`config.mk`:
```
export PLATFORM = sky130hd
export DESIGN_NAME = clk_divider_prog_flat
export DESIGN_NICKNAME = d
export VERILOG_FILES = /design/src/rtl/clk_div_pkg.sv /design/src/rtl/clk_divider_prog_if.sv /design/src/rtl/clk_divider_prog.sv /design/src/flat_wrapper.sv
export SDC_FILE = /design/constraint.sdc
export NUM_CORES = 1
export LEC_CHECK = 0
export CELL_PAD_IN_SITES_DETAIL_PLACEMENT = 0
export CELL_PAD_IN_SITES_GLOBAL_PLACEMENT = 1
export CORE_UTILIZATION = 33
export CTS_CLUSTER_DIAMETER = 50
export DETAILED_ROUTE_END_ITERATION = 6
export PLACE_DENSITY_LB_ADDON = 0.2
export SLEW_MARGIN = 5
export SYNTH_ARGS = -nofsm -noshare
export SYNTH_HDL_FRONTEND = slang
export SYNTH_SLANG_ARGS = --single-unit
```
`constraint.sdc`:
```
create_clock -name clk -period 3.4 [get_ports clk]
set_input_delay 0.34 -clock clk [delete_from_list [all_inputs] [get_ports clk]]
set_output_delay 0.34 -clock clk [all_outputs]
set_load 0.05 [all_outputs]
```
`src/rtl/clk_div_pkg.sv`:
```
// Shared definitions for the programmable clock divider: minimum divisor,
// run-state encoding, divisor clamp and half-period helpers.
package clk_div_pkg;

  // Smallest divisor ever applied; 0 and 1 are promoted to this.
  localparam int unsigned MIN_DIV = 2;

  // Divider run state: idle (output parked low) or running periods.
  typedef enum logic [0:0] {
    ST_IDLE = 1'b0,
    ST_RUN  = 1'b1
  } run_state_e;

  // Promote illegal divisors (0, 1) to MIN_DIV; others pass unchanged.
  function automatic logic [31:0] clamp_div(input logic [31:0] v);
    logic [31:0] r;
    if (v < 32'(MIN_DIV)) begin
      r = 32'(MIN_DIV);
    end else begin
      r = v;
    end
    return r;
  endfunction

  // ceil(n/2), computed one bit wider so the maximum divisor cannot overflow.
  function automatic logic [31:0] half_period(input logic [31:0] n);
    logic [32:0] sum;
    sum = {1'b0, n} + 33'd1;
    return sum[32:1];
  endfunction

endpackage

```
`src/rtl/clk_divider_prog_if.sv`:
```
// Control/status bundle of the programmable clock divider.
// master = the controlling logic, slave = the divider itself.
interface clk_divider_prog_if #(
  parameter int DIV_W = 8
);

  logic             en;
  logic             div_load;
  logic [DIV_W-1:0] div_val;
  logic             out_clk;
  logic             tick;
  logic             div_pending;
  logic [DIV_W-1:0] cur_div;

  modport master (
    output en, div_load, div_val,
    input  out_clk, tick, div_pending, cur_div
  );

  modport slave (
    input  en, div_load, div_val,
    output out_clk, tick, div_pending, cur_div
  );

endinterface

```
`src/rtl/clk_divider_prog.sv`:
```
// Runtime-programmable integer clock divider. Produces a registered divided
// clock (high ceil(N/2) cycles, low the rest) and a one-cycle tick in the
// cycle the divided clock rises. Divisor changes and run/idle transitions
// only happen at period boundaries so no runt pulse can ever appear.
module clk_divider_prog
  import clk_div_pkg::*;
#(
  parameter int DIV_W       = 8,
  parameter int DIV_DEFAULT = 4
) (
  input  logic               clk,
  input  logic               rst,
  clk_divider_prog_if.slave  bus
);

  localparam logic [DIV_W-1:0] ONE_C     = DIV_W'(1);
  localparam logic [DIV_W-1:0] ZERO_C    = DIV_W'(0);
  localparam logic [DIV_W-1:0] DEFAULT_C = DIV_W'(DIV_DEFAULT);

  run_state_e       state_r;
  run_state_e       state_nxt_s;

  logic [DIV_W-1:0] cnt_r;
  logic [DIV_W-1:0] cnt_nxt_s;
  logic [DIV_W-1:0] cur_div_r;
  logic [DIV_W-1:0] cur_div_nxt_s;
  logic [DIV_W-1:0] pend_div_r;
  logic [DIV_W-1:0] pend_div_nxt_s;
  logic             div_pending_r;
  logic             div_pending_nxt_s;
  logic             out_clk_r;
  logic             out_clk_nxt_s;
  logic             tick_r;
  logic             tick_nxt_s;

  logic [DIV_W-1:0] clamp_val_s;
  logic [DIV_W:0]   half_s;
  logic [DIV_W:0]   cnt_inc_s;
  logic             boundary_s;

  // Requested divisor with 0/1 promoted, and the high-phase length of the
  // divisor in effect (one extra bit so 2^DIV_W-1 does not overflow).
  assign clamp_val_s = DIV_W'(clamp_div(32'(bus.div_val)));
  assign half_s      = (DIV_W+1)'(half_period(32'(cur_div_r)));
  assign cnt_inc_s   = {1'b0, cnt_r} + {{DIV_W{1'b0}}, 1'b1};

  // Period boundary: always while idle, otherwise on the last count.
  always_comb begin
    boundary_s = 1'b0;
    if (state_r == ST_IDLE) begin
      boundary_s = 1'b1;
    end else if (cnt_r == (cur_div_r - ONE_C)) begin
      boundary_s = 1'b1;
    end else begin
      boundary_s = 1'b0;
    end
  end

  // Run-state register.
  always_ff @(posedge clk or negedge rst) begin
    if (!rst) begin
      state_r <= ST_IDLE;
    end else begin
      state_r <= state_nxt_s;
    end
  end

  // Next run state: en is only honoured at a boundary.
  always_comb begin
    state_nxt_s = state_r;
    if (boundary_s) begin
      if (bus.en) begin
        state_nxt_s = ST_RUN;
      end else begin
        state_nxt_s = ST_IDLE;
      end
    end else begin
      state_nxt_s = state_r;
    end
  end

  // Next counter, output, and divisor-update values.
  always_comb begin
    cnt_nxt_s         = cnt_r;
    out_clk_nxt_s     = out_clk_r;
    tick_nxt_s        = 1'b0;
    cur_div_nxt_s     = cur_div_r;
    pend_div_nxt_s    = pend_div_r;
    div_pending_nxt_s = div_pending_r;

    if (boundary_s) begin
      // New period (or idle) starts; a load in this very cycle wins over
      // any pending divisor and applies to the period starting now.
      cnt_nxt_s     = ZERO_C;
      out_clk_nxt_s = bus.en;
      tick_nxt_s    = bus.en;
      if (bus.div_load) begin
        cur_div_nxt_s     = clamp_val_s;
        div_pending_nxt_s = 1'b0;
      end else if (div_pending_r) begin
        cur_div_nxt_s     = pend_div_r;
        div_pending_nxt_s = 1'b0;
      end else begin
        cur_div_nxt_s     = cur_div_r;
        div_pending_nxt_s = div_pending_r;
      end
    end else begin
      // Mid-period: advance, keep the divisor stable, park any load.
      cnt_nxt_s     = cnt_inc_s[DIV_W-1:0];
      out_clk_nxt_s = (cnt_inc_s < half_s);
      tick_nxt_s    = 1'b0;
      if (bus.div_load) begin
        pend_div_nxt_s    = clamp_val_s;
        div_pending_nxt_s = 1'b1;
      end else begin
        pend_div_nxt_s    = pend_div_r;
        div_pending_nxt_s = div_pending_r;
      end
    end
  end

  // Datapath and output registers; reset discards any pending divisor.
  always_ff @(posedge clk or negedge rst) begin
    if (!rst) begin
      cnt_r         <= ZERO_C;
      out_clk_r     <= 1'b0;
      tick_r        <= 1'b0;
      cur_div_r     <= DEFAULT_C;
      pend_div_r    <= ZERO_C;
      div_pending_r <= 1'b0;
    end else begin
      cnt_r         <= cnt_nxt_s;
      out_clk_r     <= out_clk_nxt_s;
      tick_r        <= tick_nxt_s;
      cur_div_r     <= cur_div_nxt_s;
      pend_div_r    <= pend_div_nxt_s;
      div_pending_r <= div_pending_nxt_s;
    end
  end

  assign bus.out_clk     = out_clk_r;
  assign bus.tick        = tick_r;
  assign bus.div_pending = div_pending_r;
  assign bus.cur_div     = cur_div_r;

endmodule

```
`src/flat_wrapper.sv`:
```
// flat-port wrapper written by rule: the top's interface ports become plain ports
module clk_divider_prog_flat import clk_div_pkg::*;
#(
  parameter int DIV_W       = 8,
  parameter int DIV_DEFAULT = 4
)
  (clk, rst, bus_en, bus_div_load, bus_div_val, bus_out_clk, bus_tick, bus_div_pending, bus_cur_div);
  clk_divider_prog_if #(.DIV_W(DIV_W)) bus_i ();
  input  logic clk;
  input  logic rst;
  input wire logic [$bits(bus_i.en)-1:0] bus_en;
  input wire logic [$bits(bus_i.div_load)-1:0] bus_div_load;
  input wire logic [$bits(bus_i.div_val)-1:0] bus_div_val;
  output wire logic [$bits(bus_i.out_clk)-1:0] bus_out_clk;
  output wire logic [$bits(bus_i.tick)-1:0] bus_tick;
  output wire logic [$bits(bus_i.div_pending)-1:0] bus_div_pending;
  output wire logic [$bits(bus_i.cur_div)-1:0] bus_cur_div;
  assign bus_i.en = bus_en;
  assign bus_i.div_load = bus_div_load;
  assign bus_i.div_val = bus_div_val;
  assign bus_out_clk = bus_i.out_clk;
  assign bus_tick = bus_i.tick;
  assign bus_div_pending = bus_i.div_pending;
  assign bus_cur_div = bus_i.cur_div;
  clk_divider_prog #(.DIV_W(DIV_W), .DIV_DEFAULT(DIV_DEFAULT)) u_core (.clk(clk), .rst(rst), .bus(bus_i));
endmodule
```
==> flow_summary.yaml <==
status:
  status: "complete, no violations"
detailed_routing:
  detail_route.vias_per_cell: 5.23
  route.detailed.wl_per_inst_um: 15.5
  antenna_violating_nets_post_route: 0
  drtIter0Drc: 46
  via_count: 1434
  drc: 0
  total_length_of_routed_wires_um: 4230
  first_pass_iters: 4
final_layout:
  post_route_cells_drive_above_1_share_pct: 9.90
  layout-area-overhead-vs-synth_pct: 16.3
  final_nets: 225
  mostFrequentLayoutCell: "dfrtp_1"
  antenna_cells: 0
  final-instance-count-excl-fill: 274
  layout_common_cells: "27 x dfrtp_1, 22 x clkdlybuf4s50_1, 14 x nand2_1, 14 x nor2_1, 14 x xor2_1"
clock_tree:
  post_cts_buffers: 0
  cts_max_path_buffers: 2
  cts.sink_count: 28
  clock_tree.root_cell: "clkbuf_8"
  clkTransAtPathRegs_ns: 0.09
  post_cts_hold_buffer_count: 0
  clk-insertion-delay-late_ns: 0.27
  clock_tree_from_tritoncts: "built"
  tritoncts.num_buffers: 3
  h-tree-depth: 1
  post_cts_resize_count: 0
pwr:
  power_leakage_nw: 0.911
  post-layout-total-power_mw: 2.18
  power_density_nw_per_um2: 988
  vdd.ir_drop.worst_mv: 0.316
setup_path:
  critPathKind: "reg2reg"
  worst_ep_required_time_ns: 3.56
  cp_data_arrival_time_ns: 2.84
  endpoint_kind: "register"
  timing.critical_path.slowest_stage_cell: "dfrtp_1"
  timing.critical_path.from_type: "register"
  worstPathMaxFanout: 14
  worstPathCellList: "inv_1, ha_1, o21ai_0, nor4b_1, o311ai_4, nand2_4, mux2_4"
  max_stage_delay_ns: 0.67
flow_run:
  max-cap-violations: 0
yosys:
  synthDominantCellAreaShare_pct: 35.7
  synth_enable_flop_cells: 0
  ys_types: 55
  ys_async_sr_fraction_pct: 100
  synth_cells: 186
  synth_flop_cell: "dfrtp_1"
  ys_ff_latch: 28
  mappedNetlistArea_um2: 1890
  netlist_top_cells_area: "dfrtp_1 36%, ha_1 6.6%, xor2_1 6.5%"
  synth.largest_area_cell: "dfrtp_1"
  syn_nets: 208
  ys_seq_area_share_pct: 37.1
  syn_avg_cell_area_um2: 10.2
  synth.yosys.warnings: 0
timing:
  maxClockFrequency_mhz: 373
  clock_skew_ns: 0.00638
  tns_ns: 0
  tightest_slew_ns: 0.613
  worst_slew_margin_rel_pct: 58.6
  timing.final.crit_period_ns: 2.68
  finalHoldViolations: 0
  finalMaxSlewViolations: 0
  final_clock_period_utilization_by_the_worst_path_pct: 78.8
  rsz0062_at_grt: "no"
  setup-violations-final: 0
place:
  dp_cells: 270
  gp_congestion: 0.813
  io_buffers: 22
  dp_hpwl_um: 3110
global_route:
  first_global_vias: 1581
  wire_length_of_the_first_global_routing_pass_um: 7490
  grt_max_degree: 29
  grt_remaining_overflow: 0
  groute.usage.overall_pct: 15.8
  initial_antenna_violation_count: 0
floorplanning:
  core-area_um2: 5510
  die_height_um: 77.7
  effective_utilization_at_floorplan_pct: 34.4
  fp-row-count: 27
  ioPinCount: 23
  die_x_um: 77.7
  die_area_um2: 6040
hold_path:
  worst_hold_path_type: "in2async"
## Yosys cell counts (3+ instances only)
master,n
a2bb2oi_1,3
a2bb2oi_2,3
and3_1,10
buf_2,3
clkbuf_1,4
dfrtp_1,27
ha_1,10
inv_1,3
mux2_1,7
nand2_1,14
nand3_1,6
nand4_1,3
nor2_1,14
o21ai_0,12
xnor2_1,6
xor2_1,14
## per-stage QoR
stage | util [%] | hold WS, ns | worst slack [ns] | instance area [um^2]
after floorplan | - | 0.0444 | 0.734 | 1890
after global placement | 39.0 | 0.469 | 0.808 | 2150
after detailed placement | 39.0 | 0.477 | 0.737 | 2150
after CTS | 40.0 | 0.446 | 0.718 | 2200
after global routing | 40.0 | 0.473 | 0.566 | 2200
final | 40.0 | 0.436 | 0.722 | 2200
## routing by layer
metal | vias up | global-route usage, % | routed length (um)
li1 | 707 | - | -
met2 | 21 | 27.1 | 1960
met3 | 4 | 2.35 | 100
met5 | - | 0 | 0
met1 | 702 | 20.3 | 2120
met4 | 0 | 4.91 | 62
## report_power, final
part | internal, mW | total (mW) | switching, mW
Clock | 0.104 | 0.203 | 0.0997
Combinational | 0.576 | 1.24 | 0.663
Sequential | 0.458 | 0.734 | 0.276
Total | 1.14 | 2.18 | 1.04
## path summary, 6_finish.rpt
kind | startpoint | end | slack, ns | cells after the start
min in group clk | u_core.pend_div_r[4] | u_core.pend_div_r[4] | 0.49 | 1
setup reg to reg | u_core.bus.cur_div[0] | u_core.bus.out_clk | 0.72 | 7
hold reg to reg | u_core.pend_div_r[4] | u_core.pend_div_r[4] | 0.49 | 1
max in group asynchronous | rst | u_core.bus.cur_div[2] | 2.66 | 2
hold / removal | rst | u_core.cnt_r[3] | 0.44 | 2
setup / recovery | u_core.bus.cur_div[0] | u_core.bus.out_clk | 0.72 | 7
## cells by family after synthesis
logic type	after synthesis	share of synthesized area [%]
fa+ha+maj	10	6.61
simple gates	66	19.1
compound gates	40	19.0
flops	28	37.1
buf+inv	14	3.96
xor+xnor	20	9.25
mux	8	4.96
## registers in the layout, summed over array words and instances (netlist names)
signal,flops
u_core.cnt_r,8
u_core.bus.out_clk,1
u_core.bus.tick,1
u_core.bus.div_pending,1
u_core.bus.cur_div,8
u_core.pend_div_r,8
u_core.state_r,1
## cell type report
cell class	instances	area (um^2)
Fill cell	540	3300
Multi-Input combinational cell	144	1120
Sequential cell	28	702
Timing Repair Buffer	23	228
Tap cell	72	90.1
Clock buffer	4	55.1
Inverter	3	11.3
## worst max-delay path: cells and delay by family, from the launching register on
kind | cells | cell delay [ns]
AND/OR/NAND/NOR | 2 | 0.78
flip-flops | 1 | 0.67
AO/OA/AOI/OAI | 2 | 0.43
multiplexers | 1 | 0.31
adder cells (fa/ha/maj) | 1 | 0.27
buffers and inverters | 1 | 0.09
No activity file was read; power rests on OpenSTA's default activity.
